$ cat src/rtl/fifo_level_buf.sv
// fifo_level_buf: first-word fall-through FIFO with a level counter,
// registered empty/full/almost flags and sticky overflow/underflow flags.
// Optional build macro FIFO_RD_EDGE_EN: when defined, a pop happens only on
// the rising edge of rd, so a held rd removes exactly one word.
module fifo_level_buf #(
  parameter int B     = 8,
  parameter int W     = 4,
  parameter int AF_TH = 2**W - 2,
  parameter int AE_TH = 2
) (
  input  logic         clk,
  input  logic         reset,
  input  logic         wr,
  input  logic [B-1:0] w_data,
  input  logic         rd,
  input  logic         clr_err,
  output logic [B-1:0] r_data,
  output logic         empty,
  output logic         full,
  output logic         almost_empty,
  output logic         almost_full,
  output logic [W:0]   level,
  output logic         overflow,
  output logic         underflow
);

  localparam int         D          = 2**W;
  localparam logic [W:0] DEPTH_C    = (W+1)'(D);
  localparam logic [W:0] AF_TH_C    = (W+1)'(AF_TH);
  localparam logic [W:0] AE_TH_C    = (W+1)'(AE_TH);
  localparam logic [W:0] LVL_ZERO_C = (W+1)'(0);
  localparam logic [W-1:0] PTR_ZERO_C = W'(0);
  localparam logic [W-1:0] PTR_ONE_C  = W'(1);

  logic [B-1:0] mem_r [D];
  logic [W-1:0] w_ptr_r;
  logic [W-1:0] r_ptr_r;
  logic [W:0]   level_r;
  logic         empty_r;
  logic         full_r;
  logic         almost_empty_r;
  logic         almost_full_r;
  logic         overflow_r;
  logic         underflow_r;

  logic         pop_strobe_s;
  logic         push_acc_s;
  logic         pop_acc_s;
  logic         ovf_evt_s;
  logic         unf_evt_s;
  logic [W:0]   level_nxt_s;

`ifdef FIFO_RD_EDGE_EN
  logic rd_prev_r;

  // Remember last cycle's rd so only its rising edge requests a pop.
  always_ff @(posedge clk or posedge reset) begin
    if (reset) begin
      rd_prev_r <= 1'b0;
    end else begin
      rd_prev_r <= rd;
    end
  end

  // Pop strobe is the rising edge of rd.
  always_comb begin
    pop_strobe_s = rd & ~rd_prev_r;
  end
`else
  // Pop strobe follows rd level: one pop per cycle while rd is high.
  always_comb begin
    pop_strobe_s = rd;
  end
`endif

  // Accept/reject decisions use the registered flags; compute the next level.
  always_comb begin
    push_acc_s  = wr & ~full_r;
    pop_acc_s   = pop_strobe_s & ~empty_r;
    ovf_evt_s   = wr & full_r;
    unf_evt_s   = pop_strobe_s & empty_r;
    level_nxt_s = level_r + {{W{1'b0}}, push_acc_s} - {{W{1'b0}}, pop_acc_s};
  end

  // Storage array is not reset; a push coinciding with reset is dropped.
  always_ff @(posedge clk) begin
    if (push_acc_s && !reset) begin
      mem_r[w_ptr_r] <= w_data;
    end
  end

  // Pointers, level and registered status flags, all updated on one edge.
  always_ff @(posedge clk or posedge reset) begin
    if (reset) begin
      w_ptr_r        <= PTR_ZERO_C;
      r_ptr_r        <= PTR_ZERO_C;
      level_r        <= LVL_ZERO_C;
      empty_r        <= 1'b1;
      full_r         <= 1'b0;
      almost_empty_r <= 1'b1;
      almost_full_r  <= 1'b0;
    end else begin
      if (push_acc_s) begin
        w_ptr_r <= w_ptr_r + PTR_ONE_C;
      end
      if (pop_acc_s) begin
        r_ptr_r <= r_ptr_r + PTR_ONE_C;
      end
      level_r        <= level_nxt_s;
      empty_r        <= (level_nxt_s == LVL_ZERO_C);
      full_r         <= (level_nxt_s == DEPTH_C);
      almost_empty_r <= (level_nxt_s <= AE_TH_C);
      almost_full_r  <= (level_nxt_s >= AF_TH_C);
    end
  end

  // Sticky error flags; a new error in the clearing cycle keeps the flag set.
  always_ff @(posedge clk or posedge reset) begin
    if (reset) begin
      overflow_r  <= 1'b0;
      underflow_r <= 1'b0;
    end else if (clr_err) begin
      overflow_r  <= ovf_evt_s;
      underflow_r <= unf_evt_s;
    end else begin
      overflow_r  <= overflow_r | ovf_evt_s;
      underflow_r <= underflow_r | unf_evt_s;
    end
  end

  assign r_data       = mem_r[r_ptr_r];
  assign level        = level_r;
  assign empty        = empty_r;
  assign full         = full_r;
  assign almost_empty = almost_empty_r;
  assign almost_full  = almost_full_r;
  assign overflow     = overflow_r;
  assign underflow    = underflow_r;

endmodule
$ cat config.mk
export PLATFORM = sky130hd
export DESIGN_NAME = fifo_level_buf
export DESIGN_NICKNAME = d
export VERILOG_FILES = /design/src/rtl/fifo_level_buf.sv
export SDC_FILE = /design/constraint.sdc
export NUM_CORES = 1
export LEC_CHECK = 0
export ABC_AREA = 1
export ABC_CLOCK_PERIOD_IN_PS = 3300
export CAP_MARGIN = 20
export CORE_ASPECT_RATIO = 0.7
export CORE_MARGIN = 2
export CORE_UTILIZATION = 45
export DETAILED_ROUTE_END_ITERATION = 10
export PLACE_DENSITY = 0.62
export SYNTH_ARGS = -nofsm -noshare
export SYNTH_HDL_FRONTEND = slang
export SYNTH_SLANG_ARGS = --single-unit
$ cat constraint.sdc
create_clock -name clk -period 3.3 [get_ports clk]
set_clock_uncertainty 0.15 [all_clocks]
set_input_delay 0.33 -clock clk [delete_from_list [all_inputs] [get_ports clk]]
set_output_delay 0.33 -clock clk [all_outputs]
set_load 0.03 [all_outputs]
Yosys cells after proc, flatten, opt, wreduce, memory -nomap -nowiden
Memories as Yosys holds them, arrays and structs flattened.
Index checks and enable logic that the tools add are counted.
- add/subtract/negate cells: 4
- reduce and logical (&&, ||, !) cells: 3
- multiplexer cells: 4
- eq/ne operators: 1
- bitwise logic cells: 8
- $lt $le $gt $ge: 2
- operator list (operator ; count):
    4-bit by 1-bit adder with 4-bit output, second input constant ; 2
    5-bit by 1-bit adder with 5-bit output ; 1
    5-bit == test, second input constant ; 1
    5-bit by 4-bit >= comparator with 1-bit output, second input constant ; 1
    5-bit by 2-bit less-or-equal comparator with 1-bit output, second input constant ; 1
    5-bit zero test ; 1
    5-bit by 1-bit subtractor with 5-bit output ; 1
    1-bit bitwise AND ; 4
    1-bit two-way mux ; 4
    1-bit NOT ; 2
    1-bit bitwise OR ; 2
    1-bit logical AND ; 1
    1-bit zero test ; 1
- bits of input ports: 13
- memory bits (writable): 128
- memories: 1
- output and inout port bits: 19
- word-level logic and storage cells: 32
- register bits after elaboration: 19
- memories (name ; words ; bits a word ; rd ports ; clocked after Yosys merged registers in ; wr ports ; line ; text):
    mem_r ; 16 ; 8 ; 1 ; 0 ; 1 ; 35 ; logic [B-1:0] mem_r [D];

Depth between registers and ports, before layout
- word-level depth: 5
- depth in mapped cells: 12
- depth with buffers taken out: 12

Worst setup path before layout
Ideal clock, no wire load.
- kind: flip-flop to flip-flop
- from: register empty_r (netlist: empty)
- to: register almost_full_r (netlist: almost_full)
- library setup time: 132 ps
- buffers on the path: 0
- clock period less this slack: 2451 ps
- data required time: 3018 ps
- slack: 849 ps
- arrival: 2169 ps
- stages on the path, launching flop included: 12
- cell sequence: dfstp_2 inv_1 nand2_1 inv_1 ha_1 inv_1 ha_1 fa_1 nand3_1 nand3_1 xnor2_1 o21ai_0
- longest elaborated chain between the ends: 4
- RTL lines (what ; line ; text):
    start: declaration ; 39 ; logic empty_r;
    start signal: assignment ; 110 ; empty_r <= (level_nxt_s == LVL_ZERO_C);
    1-bit NOT ; 79 ; pop_acc_s = pop_strobe_s & ~empty_r;
    1-bit bitwise AND ; 79 ;
    named net pop_acc_s ; 48 ; logic pop_acc_s;
    5-bit by 1-bit subtractor with 5-bit output ; 82 ; level_nxt_s = level_r + {{W{1'b0}}, push_acc_s} - {{W{1'b0}}, pop_acc_s};
    5-bit by 4-bit >= comparator with 1-bit output ; 113 ; almost_full_r <= (level_nxt_s >= AF_TH_C);
    end signal: assignment ; 113 ;
    end: declaration ; 42 ; logic almost_full_r;
The timed path passes the listed nets, and every way through them passes these cells.
A chain may end at the register's enable or synchronous reset.

Worst setup path after layout
- from: register r_ptr_r[1]
- to: output port r_data[5]
- longest elaborated chain between the ends: 1
- RTL lines (what ; line ; text):
    start: declaration ; 37 ; logic [W-1:0] r_ptr_r;
    start signal: assignment ; 107 ; r_ptr_r <= r_ptr_r + PTR_ONE_C;
    memory 16 x 8 bit ; - ;
    end: declaration ; 17 ; output logic [B-1:0] r_data,
Every way passes these cells.

==> results.ini <==
[outcome]
outcome = completed

[global_route]
gr-usage-all-layers_pct = 21.3
grt_pass1_wl_um = 23000
grt_overflow = 0
grt_max_degree = 67
antenna_found_initial = 0
grt_pass1_vias = 3932

[sta]
finalSetupViolations = 0
tns_ps = 0
drv_slew = 0
tightest_slew_ps = 971
hold_violations = 0
max_slew_margin_pct = 35.0
period_share_pct = 94.1
min_period_ps = 3110
fmax_ghz = 0.322
rsz0062_at_grt = false

[worst_setup_path]
worstPathRequired_ps = 2820
rrSetupSlack_ps = 710
startpoint_type = register
startpoint = r_ptr_r[1]
endpoint = r_data[5]
cpPeakStageDelay_ps = 670
reg2reg_from = empty
worstPathMaxFanout = 33
crit_family = buffers and inverters
cp.arrival_ps = 2630
cp.depth = 7
r2r_cells = 11
crit_buf_inv = 2
crit_slowest_cell = clkdlybuf4s50_1
r2r-end = almost_full
cp_cell_sequence = inv_2 -> nor2_1 -> o21ai_0 -> nand3_1 -> nand2_1 -> nand2_1 -> clkdlybuf4s50_1
path_class = reg2out
cp_common_cell = nand2_1
worst_setup_path_end_kind = output pin

[flow_run]
drv_cap = 0

[cts]
cts_tree = done
insertion_delay_ps = 420
cts-root-buf = clkbuf_16
htree_num_levels = 4
numCtsBuffers = 17
clock-sinks = 147
cts_buffer_depth = 2
clk_pin_slew_worst_paths_ps = 70

[floorplan]
die_area_um2 = 14900
initial_core_util_pct = 45.6
die_x_um = 145
core_um2 = 13700
ios = 32
rows = 36
fp.dieH_um = 103

[min_path]
hp-class = in2reg

[placed_design]
dp_cells = 767
io_buffers = 31
place.gp.congestion = 0.806
dp_hpwl_um = 9170

[layout]
drive_gt1_share_pct = 8.03
diodes = 0
nets = 621
regArea_um2 = 4320
syn2layout_area_growth_pct = 16.7
instances_no_fill = 800
nFillCells = 1161
multi_input_area_um2 = 1660

[route]
drcViolationCount = 0
wl_per_cell_um = 18.6
wl_um = 14900
ant_nets = 0
num_vias = 4151
drt_iter0_drc = 512
drt-vias-per-instance = 5.19
dr.pass1.iters = 5

[power]
ir_drop_uv = 408
cellLeakagePower_uw = 0.00277
power_density_nw_per_um2 = 982

[synth]
synth_top_area_cell = edfxtp_1
avgSynthCellArea_um2 = 11.2
yosysWarnings = 0
synthCells = 559
syn-num-nets = 583
synth.distinct_cells = 23
ys_seq_area_share_pct = 69.0
netlist.area_leader.share_pct = 61.4
synthTopCellsByArea = edfxtp_1, nand2_1, dfrtp_1
synth.cell_area_um2 = 6260
ys_ff_latch = 147

[worst min-delay path by stage]
stage,from,endpoint,slack (ps),depth (start not counted)
2_1_floorplan,reset,almost_full,160,1
3_3_place_gp,full,overflow,360,2
5_1_grt,rd,underflow,370,3
4_1_cts,clr_err,underflow,330,2
6_report,rd,underflow,350,3
3_5_place_dp,full,overflow,350,2
[worst reg2reg max path, stage by stage (launching register included)]
cell and delay (ps):
dfstp_2 540, inv_1 40, nand2_1 80, inv_1 110, ha_1 290, inv_1 50, ha_1 220, fa_1 410
nand3_1 100, nand3_1 130, xnor2_1 210, o21ai_0 120
[power breakdown]
group | internal (µW) | switching (µW)
Sequential | 2240 | 148
Combinational | 963 | 1960
Clock | 1060 | 806
[synth_stat cells]
cell type	n
inv_4	1
o21ai_0	14
ha_1	10
a21oi_1	17
inv_1	21
buf_4	5
o21ai_1	7
fa_1	1
xor2_1	8
nor2_1	72
nor2_8	1
xnor2_1	2
clkinv_1	1
nand3_1	58
clkbuf_1	1
buf_2	9
nand4_1	1
dfstp_2	2
nand2_1	172
dfrtp_1	17
edfxtp_1	128
inv_2	2
buf_6	9
[cell type report]
class                      instances  share of cell area [%]
inverter                          25                    1.32
tap                              190                    3.25
timing repair buffer              43                    5.74
clock buffer                      17                    5.82
sequential                       147                    59.2
multi-input combinational        363                    22.7
clock inverter                    15                    2.02
[flip-flops by register name, indices dropped and copies added, names as in the netlist]
name	count
almost_full	1
almost_empty	1
w_ptr_r	4
mem_r	128
underflow	1
full	1
level	5
r_ptr_r	4
overflow	1
empty	1
[layer usage]
| metal | global-route usage [%] | up-vias | wire length (µm) |
|---|---|---|---|
| met2 | 32.7 | 149 | 6760 |
| met1 | 30.3 | 2011 | 6920 |
| met5 | 0 | - | 0 |
| met4 | 7.54 | 0 | 260 |
| li1 | - | 1966 | - |
| met3 | 4.56 | 25 | 950 |
[stage by stage]
step | utilization, % | cell area, µm² | power (µW) | worst slack (ps) | hold slack [ps]
floorplan | - | 6260 | 4440 | 849 | 164
detailed placement | 48.9 | 6720 | 5330 | 511 | 347
CTS | 53.1 | 7300 | 7190 | 117 | 330
finish | 53.2 | 7300 | 7170 | 194 | 347
global placement | 48.9 | 6720 | 5270 | 543 | 356
global route | 53.2 | 7300 | 7600 | 39.7 | 375
[cell families after synthesis]
family | count (synthesis) | synth area share, %
compound gates | 38 | 3.04
xor+xnor | 10 | 1.40
fa+ha+maj | 11 | 2.32
buf+inv | 49 | 4.54
flops | 147 | 69.0
simple gates | 304 | 19.7
[timing repair]
item	4_1_cts	5_1_grt
hold endpoints to repair	1	0
endpoints found under the setup margin	0	5
hold buffers	1	0
buffers inserted	0	0
resized for setup	0	1
[layout by cell type (no fill, tap or decap)]
master             n
a21oi_1           17
buf_12             1
buf_4              9
buf_6              1
bufinv_16          1
clkbuf_16         17
clkdlybuf4s50_1   31
clkinv_1           2
clkinv_4           3
clkinvlp_4         4
dfrtp_1           16
dfrtp_2            1
dfstp_2            2
dlygate4sd3_1      1
edfxtp_1         128
fa_1               1
ha_1              10
inv_1             21
inv_2              2
inv_4              1
inv_6              4
inv_8              2
nand2_1          172
nand3_1           58
nand4_1            1
nor2_1            72
nor2_8             1
o21ai_0           14
o21ai_1            7
xnor2_1            2
xor2_1             8
(Power assumes the default switching activity.)
